### src/rtl/imm_encoder.sv
// imm_encoder
//   Streaming immediate encoder, the inverse of the core's immediate generator.
//   A request carries a base instruction word, a 32-bit two's-complement
//   immediate and a format selector (00 I, 01 S, 10 B, 11 U). The immediate
//   is range-checked and packed into the format's instruction bit-fields.
//   The finished word is emitted through a single output register, together
//   with a running byte address. Valid/ready handshakes are used on both sides.
//
// Ports
//   clk         rising-edge clock
//   rst_n       asynchronous active-low reset
//   clr         synchronous clear of the address counter and the error counter
//   in_valid    request valid
//   in_ready    request accepted when in_valid && in_ready
//   in_base     base instruction; bits outside the immediate fields pass through
//   in_imm      immediate value, two's complement
//   in_imm_sel  format selector
//   out_valid   encoded word valid
//   out_ready   sink accepts when out_valid && out_ready
//   out_instr   encoded instruction
//   out_addr    byte address of out_instr
//   out_err     immediate was out of range or misaligned for its format
//   err_count   saturating count of errored words
//
// Parameters
//   ADDR_W      width of the address counter (wraps modulo 2^ADDR_W)
//   ADDR_BASE   address loaded at reset and on clr; must be 4-byte aligned
//
// Build option
//   IMM_ENCODER_STRICT_EN : errored requests are still accepted, but they are
//   dropped. They never reach the output and do not advance out_addr.
//   err_count counts them when they are accepted, and out_err is tied to 0.

module imm_encoder #(
  parameter int unsigned       ADDR_W    = 32,
  parameter logic [ADDR_W-1:0] ADDR_BASE = '0
) (
  input  logic              clk,
  input  logic              rst_n,
  input  logic              clr,
  input  logic              in_valid,
  output logic              in_ready,
  input  logic [31:0]       in_base,
  input  logic [31:0]       in_imm,
  input  logic [1:0]        in_imm_sel,
  output logic              out_valid,
  input  logic              out_ready,
  output logic [31:0]       out_instr,
  output logic [ADDR_W-1:0] out_addr,
  output logic              out_err,
  output logic [7:0]        err_count
);

  typedef enum logic [1:0] {
    FMT_I = 2'b00,
    FMT_S = 2'b01,
    FMT_B = 2'b10,
    FMT_U = 2'b11
  } fmt_e;

  fmt_e fmt;
  assign fmt = fmt_e'(in_imm_sel);

  // ---------------------------------------------------------------------------
  // Field packing and range check (combinational, on the incoming request)
  // ---------------------------------------------------------------------------
  // fits12: the immediate is representable as a sign-extended 12-bit value,
  // i.e. the bits from the sign position up to bit 31 are all equal.
  // fits13: the same check for a 13-bit value, used by B.
  logic fits12;
  logic fits13;
  logic low12_zero;

  assign fits12     = (&in_imm[31:11]) | ~(|in_imm[31:11]);
  assign fits13     = (&in_imm[31:12]) | ~(|in_imm[31:12]);
  assign low12_zero = ~(|in_imm[11:0]);

  logic [31:0] enc_instr;
  logic        enc_err;

  always_comb begin
    enc_instr = in_base;
    enc_err   = 1'b0;
    unique case (fmt)
      FMT_I: begin
        enc_instr[31:20] = in_imm[11:0];
        enc_err          = ~fits12;
      end
      FMT_S: begin
        enc_instr[31:25] = in_imm[11:5];
        enc_instr[11:7]  = in_imm[4:0];
        enc_err          = ~fits12;
      end
      FMT_B: begin
        enc_instr[31]    = in_imm[12];
        enc_instr[30:25] = in_imm[10:5];
        enc_instr[11:8]  = in_imm[4:1];
        enc_instr[7]     = in_imm[11];
        enc_err          = ~fits13 | in_imm[0];
      end
      FMT_U: begin
        enc_instr[31:12] = in_imm[31:12];
        enc_err          = ~low12_zero;
      end
      default: begin
        enc_instr = in_base;
        enc_err   = 1'b0;
      end
    endcase
  end

  // ---------------------------------------------------------------------------
  // Output register and counters
  // ---------------------------------------------------------------------------
  logic              valid_q,  valid_d;
  logic [31:0]       instr_q,  instr_d;
  logic [ADDR_W-1:0] addr_q,   addr_d;
  logic [7:0]        cnt_q,    cnt_d;

  logic accept;
  logic out_hs;
  logic load;
  logic cnt_inc;

  assign in_ready = ~valid_q | out_ready;
  assign accept   = in_valid & in_ready;
  assign out_hs   = valid_q & out_ready;

`ifdef IMM_ENCODER_STRICT_EN
  // Errored requests are consumed at the input and never occupy the register.
  assign load    = accept & ~enc_err;
  assign cnt_inc = accept & enc_err;
  assign out_err = 1'b0;
`else
  logic err_q, err_d;

  assign load    = accept;
  assign cnt_inc = out_hs & err_q;
  assign out_err = err_q;

  always_comb begin
    err_d = err_q;
    if (load) err_d = enc_err;
  end

  always_ff @(posedge clk or negedge rst_n) begin
    if (!rst_n) err_q <= 1'b0;
    else        err_q <= err_d;
  end
`endif

  always_comb begin
    valid_d = valid_q;
    instr_d = instr_q;
    // A load takes precedence over the drain. This replaces the word in the
    // same edge as its handshake, so no bubble is inserted.
    if (load) begin
      valid_d = 1'b1;
      instr_d = enc_instr;
    end else if (out_hs) begin
      valid_d = 1'b0;
    end
  end

  // clr overrides a simultaneous handshake, but it leaves the register alone.
  always_comb begin
    addr_d = addr_q;
    cnt_d  = cnt_q;
    if (clr) begin
      addr_d = ADDR_BASE;
      cnt_d  = '0;
    end else begin
      if (out_hs) addr_d = addr_q + ADDR_W'(4);
      if (cnt_inc && (cnt_q != 8'hFF)) cnt_d = cnt_q + 8'd1;
    end
  end

  always_ff @(posedge clk or negedge rst_n) begin
    if (!rst_n) begin
      valid_q <= 1'b0;
      instr_q <= '0;
      addr_q  <= ADDR_BASE;
      cnt_q   <= '0;
    end else begin
      valid_q <= valid_d;
      instr_q <= instr_d;
      addr_q  <= addr_d;
      cnt_q   <= cnt_d;
    end
  end

  assign out_valid = valid_q;
  assign out_instr = instr_q;
  assign out_addr  = addr_q;
  assign err_count = cnt_q;

endmodule

### config.mk
export PLATFORM = sky130hd
export DESIGN_NAME = imm_encoder
export DESIGN_NICKNAME = d
export VERILOG_FILES = /design/src/rtl/imm_encoder.sv
export SDC_FILE = /design/constraint.sdc
export NUM_CORES = 1
export LEC_CHECK = 0
export CAP_MARGIN = 20
export CORE_MARGIN = 10
export CORE_UTILIZATION = 25
export DETAILED_ROUTE_END_ITERATION = 16
export PLACE_DENSITY_LB_ADDON = 0.2
export SLEW_MARGIN = 0
export SYNTH_ARGS = -nofsm -noshare
export SYNTH_HDL_FRONTEND = slang
export SYNTH_SLANG_ARGS = --single-unit
### constraint.sdc
create_clock -name clk -period 3.6 [get_ports clk]
set_input_delay 1.08 -clock clk [delete_from_list [all_inputs] [get_ports clk]]
set_output_delay 1.08 -clock clk [all_outputs]
set_load 0.03 [all_outputs]
# Word level (Yosys, flattened, before mapping)
# Cells that the tools add are included.
[word_totals]
reg_bits = 74
inputBits = 71
output_inout_bits = 75
elab_cells = 45
[classes]
addsub = 2
n_eq_ne = 4
muxes = 11
n_bitwise = 12
n_reduce_logical = 11
[ops]
columns = ["cell", "count"]
rows = [
  ["$mux 32", 2],
  ["$add 32x3->32 const B", 1],
  ["$mux 8", 3],
  ["$pmux 7 s3", 1],
  ["$reduce_and 21->1", 1],
  ["$reduce_or 21->1", 1],
  ["$pmux 5 s2", 2],
  ["$reduce_and 20->1", 1],
  ["$reduce_or 20->1", 1],
  ["$reduce_or 12->1", 1],
  ["$add 8x1->8 const B", 1],
  ["$ne 8x8->1 const B", 1],
  ["$reduce_bool 2->1", 3],
  ["$not 1->1", 5],
  ["$eq 2x2->1 const B", 2],
  ["$or 1x1->1", 4],
  ["$and 1x1->1", 3],
  ["$pmux 1 s3", 1],
  ["$eq 2x1->1 const B", 1],
  ["$logic_not 2->1", 1],
  ["$mux 1", 2],
  ["$reduce_or 2->1", 1],
  ["$logic_and 1x1->1", 1],
]

# Longest topological paths before layout
[logic_depth]
ltp_word = 6
mapped_depth = 6

# Worst setup path before layout
# No wires, ideal clock.
[synth_timing]
path_kind = "input port to output port"
startpoint = "input port out_ready"
endpoint = "output port in_ready"
arrival_time_ns = 1.379
required_ns = 2.520
setup_slack_ns = 1.141
stages = 1
path_buffers = 0
path_cell_list = "nand2b_1"
[synth_between]
elab_chain_cells = 1
[synth_lines]
columns = ["item", "line", "text"]
rows = [
  ["start: declaration", "47", "input logic out_ready,"],
  ["$or 1x1->1", "125", "assign in_ready = ~valid_q | out_ready;"],
  ["end: declaration", "42", "output logic in_ready,"],
]
# No other way between the ends.

# Worst setup path after layout
# Ends and elaborated chain as after synthesis.

==> run summary <==
The latest clock arrival within the worst-skew pair is 340 ps. The clock period minus worst slack is roughly 3000 ps. The post-CTS repair timing setup buffer count came out at 0. The detailed placer's ending HPWL came out at 8.93 mm. The global routing met2 resource utilization came out at between 15 and 20%.

The clock root buffer is sky130_fd_sc_hd__clkbuf_16. Among all flip-flop cells after synthesis, the most frequent one is sky130_fd_sc_hd__dfrtp_1. The count of buffers inserted at the top-level ports came out at 136.

The worst-case clock skew came out at about 4.8 ps. For hold timing, the worst endpoint is out_instr[7]. Counting distinct cell types in the post-synthesis netlist gives 40. Data arrives at the worst endpoint at around 2000 ps. Global routing used 12.0% of the available tracks across all layers. The setup violation total in the final timing report is 0. The worst hold path begins at out_instr[7]. The number of placement rows is 44. For the worst setup path, the data required time is 2520 ps. The final count of pins violating max slew is 0.

The number of maximum-capacitance violations is 0. The analysis attributes to cell leakage a power of 2.30 nW. On the critical path, the stage with the largest delay is an instance of sky130_fd_sc_hd__clkdlybuf4s50_1. The path class of the tightest hold or removal check is reg2reg. The number of buffers inserted for hold repair after clock tree synthesis is 0. The initial antenna violation count is 1. The library cell used most frequently in the layout, excluding fill and tap cells, is sky130_fd_sc_hd__clkdlybuf4s50_1. The H-tree depth reported by CTS is 3. The finished layout holds 707 standard cells, fillers aside. TritonCTS built the clock tree.

The number of warnings printed during yosys synthesis came out at 0. The clock passes through at most 2 buffers. The detail route stage leaves a number of antenna-violating nets equal to 0. In this run the critical register-to-register path is launched from out_addr[7]. Of the cells placed in the final design, the portion with a size suffix greater than 1 is 7.27%. The worst setup path is launched from a primary input. The count of boundary I/O pins is 146. The signal on the critical path passes through clkdlybuf4s50_1 > nand2b_1 > buf_4.

The endpoint class of the critical path is an output pin. The first-pass detailed-route iteration total came out at 5. The final-report hold violation count came out at 0.

The kind of cell with the highest combined delay on the critical path is buffers and inverters. The chip width came out at 141 µm. The synthesized area is 0.00365 mm². Counting every sink on the clock net gives 72. The top fanout value on the critical path is 3. The die covers 0.0199 mm². The maximum number of pins on one net before global-route repair came out at between 70 and 80. Dividing the detail-routed wire length by the instance count gives 16.6 µm. The critical path is of the in2out type. The instance count along the most critical hold path came out at 2. The total instance count after detailed placement is 691.

The sequential cell area fraction in the yosys report is between 40 and 50%. The clock-pin transition on the worst setup and hold timing paths came out at 60 ps. The maximum VDD drop came out at 0.194 mV. The global-route met3 utilization is 6.38%. Measured along the y axis, the die boundary spans 141 µm.

In the layout the commonest cells are sky130_fd_sc_hd__clkdlybuf4s50_1 (134), sky130_fd_sc_hd__dfrtp_1 (72), sky130_fd_sc_hd__nor2_1 (46). In this run the power density over the cells is 429 mW/mm². The endpoint identified for the worst register-to-register timing path is out_addr[31]. The starting density of the core came out at 25.3%.

The share of flip-flops with an asynchronous set or reset after synthesis came out at 100%. The mean instance size in the synthesized netlist is 9.57 µm². Counting the buffers created by CTS gives 9. Summed over all layers, the routed wires come to 11.8 mm. The number of buffers and inverters on the critical path came out at 2. The fraction of met1 tracks used by global routing is ~14%. The run finished with clean final reports.

The final RePlAce weighted congestion is 0.894. Setup repair after global routing left no endpoint under its margin. At the end of the flow, the number of nets in the layout was 595. Counting every instance in the synthesized netlist gives approximately 380. Summed over all failing endpoints, the final setup total negative slack is 0 ps. Compared with the post-synthesis result, the final layout area differs by 51.6%. The sum of overflow across all layers after global routing came out at 0. Of the available clock period, the critical path in the final layout requires 85.9%. For this block, the via count after detailed routing is 3342. The violation count after the first detailed-route iteration came out at just under 200.

The via-per-instance ratio is between 4 and 5. The worst setup slack for register-to-register paths came out at around 1400 ps. The flip-flop and latch count after synthesis came out at 72.

The first global-routing pass estimated 19.1 mm of wire. The global routing stage identified its most utilized layer as met2. Counting flops with a built-in enable in the synthesized netlist gives 0. The depth of the most critical reg-to-reg path is 5.

The core region is 0.0144 mm². The total of cells resized after clock tree synthesis came out at 0. The slew of the pin with the lowest slew margin came out at 950 ps. The remaining max-slew budget at the tightest pin came out at 36.7%.

The via count of the first global-routing pass came out at 3556. The largest stage delay on the critical path came out at 520 ps. The total DRC errors in the routed layout came out at 0. The upper clock frequency limit is between 300 and 400 MHz.

The antenna diode instance count came out at 0.
metrics by stage:
step / hold slack (ps) / cell area [µm²] / power, W / utilization, % / setup WS (ps)
CTS: 484 / 5540 / 0.00243 / 38.4 / 504
global placement: 462 / 5220 / 0.00142 / 36.2 / 516
floorplan: 657 / 3660 / 0.00115 / - / 1140
global route: 505 / 5540 / 0.00250 / 38.4 / 459
detailed placement: 470 / 5220 / 0.00143 / 36.2 / 516
finish: 476 / 5540 / 0.00238 / 38.4 / 509
worst register-to-register path, stage by stage, from the launching register on:
cell                      delay [ps]
sky130_fd_sc_hd__dfrtp_1         450
sky130_fd_sc_hd__nand4_2         180
sky130_fd_sc_hd__nor4_4          730
sky130_fd_sc_hd__and3_1          340
sky130_fd_sc_hd__nand3_1         120
sky130_fd_sc_hd__mux2_4          310
where the power goes:
part	leakage (nW)	total [W]	internal, W	switching, W
sequential	0.944	0.000905	0.000869	0.0000356
clock	0.158	0.000977	0.000622	0.000356
combinational	1.20	0.000496	0.000217	0.000279
cells in the mapped netlist (all sizes together) (9+ instances only):
master  instances  share of area (%)
clkbuf         13                1.3
and3            9                1.5
a21oi          15                2.1
nand4          23                4.1
o21ai          31                4.2
nand3          15                2.1
a22oi          13                2.7
xor2           27                6.5
nor2           46                4.7
nand2          41                4.2
dfrtp          72                 49
mux2i           9                2.5
cells by family after synthesis:
kind of cell	count (synthesis)	share of synthesized area [%]
fa+ha+maj	6	2.05
simple gates	166	22.9
xor+xnor	31	7.43
flops	72	49.3
buf+inv	24	2.74
mux	17	5.03
other cells	1	0.103
compound gates	65	10.5
worst max path at each step:
stage,end,slack [ps],from,cells after the start
floorplan,in_ready,1140,out_ready,1
global placement,in_ready,520,out_ready,3
detailed placement,in_ready,520,out_ready,3
CTS,in_ready,500,out_ready,3
global route,in_ready,460,out_ready,3
finish,in_ready,510,out_ready,3
metal layers:
| layer | part of all wire, % | vias up |
|---|---|---|
| li1 | - | 1623 |
| met1 | 43 | 1572 |
| met2 | 44 | 130 |
| met3 | 11 | 15 |
| met4 | 1.7 | 2 |
| met5 | 0.15 | - |
sequential cells by signal (all words and copies together) (netlist names):
signal / count
out_instr: 32
out_addr: 30
err_count: 8
out_err: 1
out_valid: 1
final cells by class:
class / count / area (µm²)
Clock buffer: 10 / 239
Clock inverter: 6 / 82.6
Fill cell: 1509 / 8880
Inverter: 5 / 18.8
Multi-Input combinational cell: 287 / 1760
Sequential cell: 72 / 1800
Tap cell: 184 / 230
Timing Repair Buffer: 143 / 1410
(Power assumes the default switching activity.)
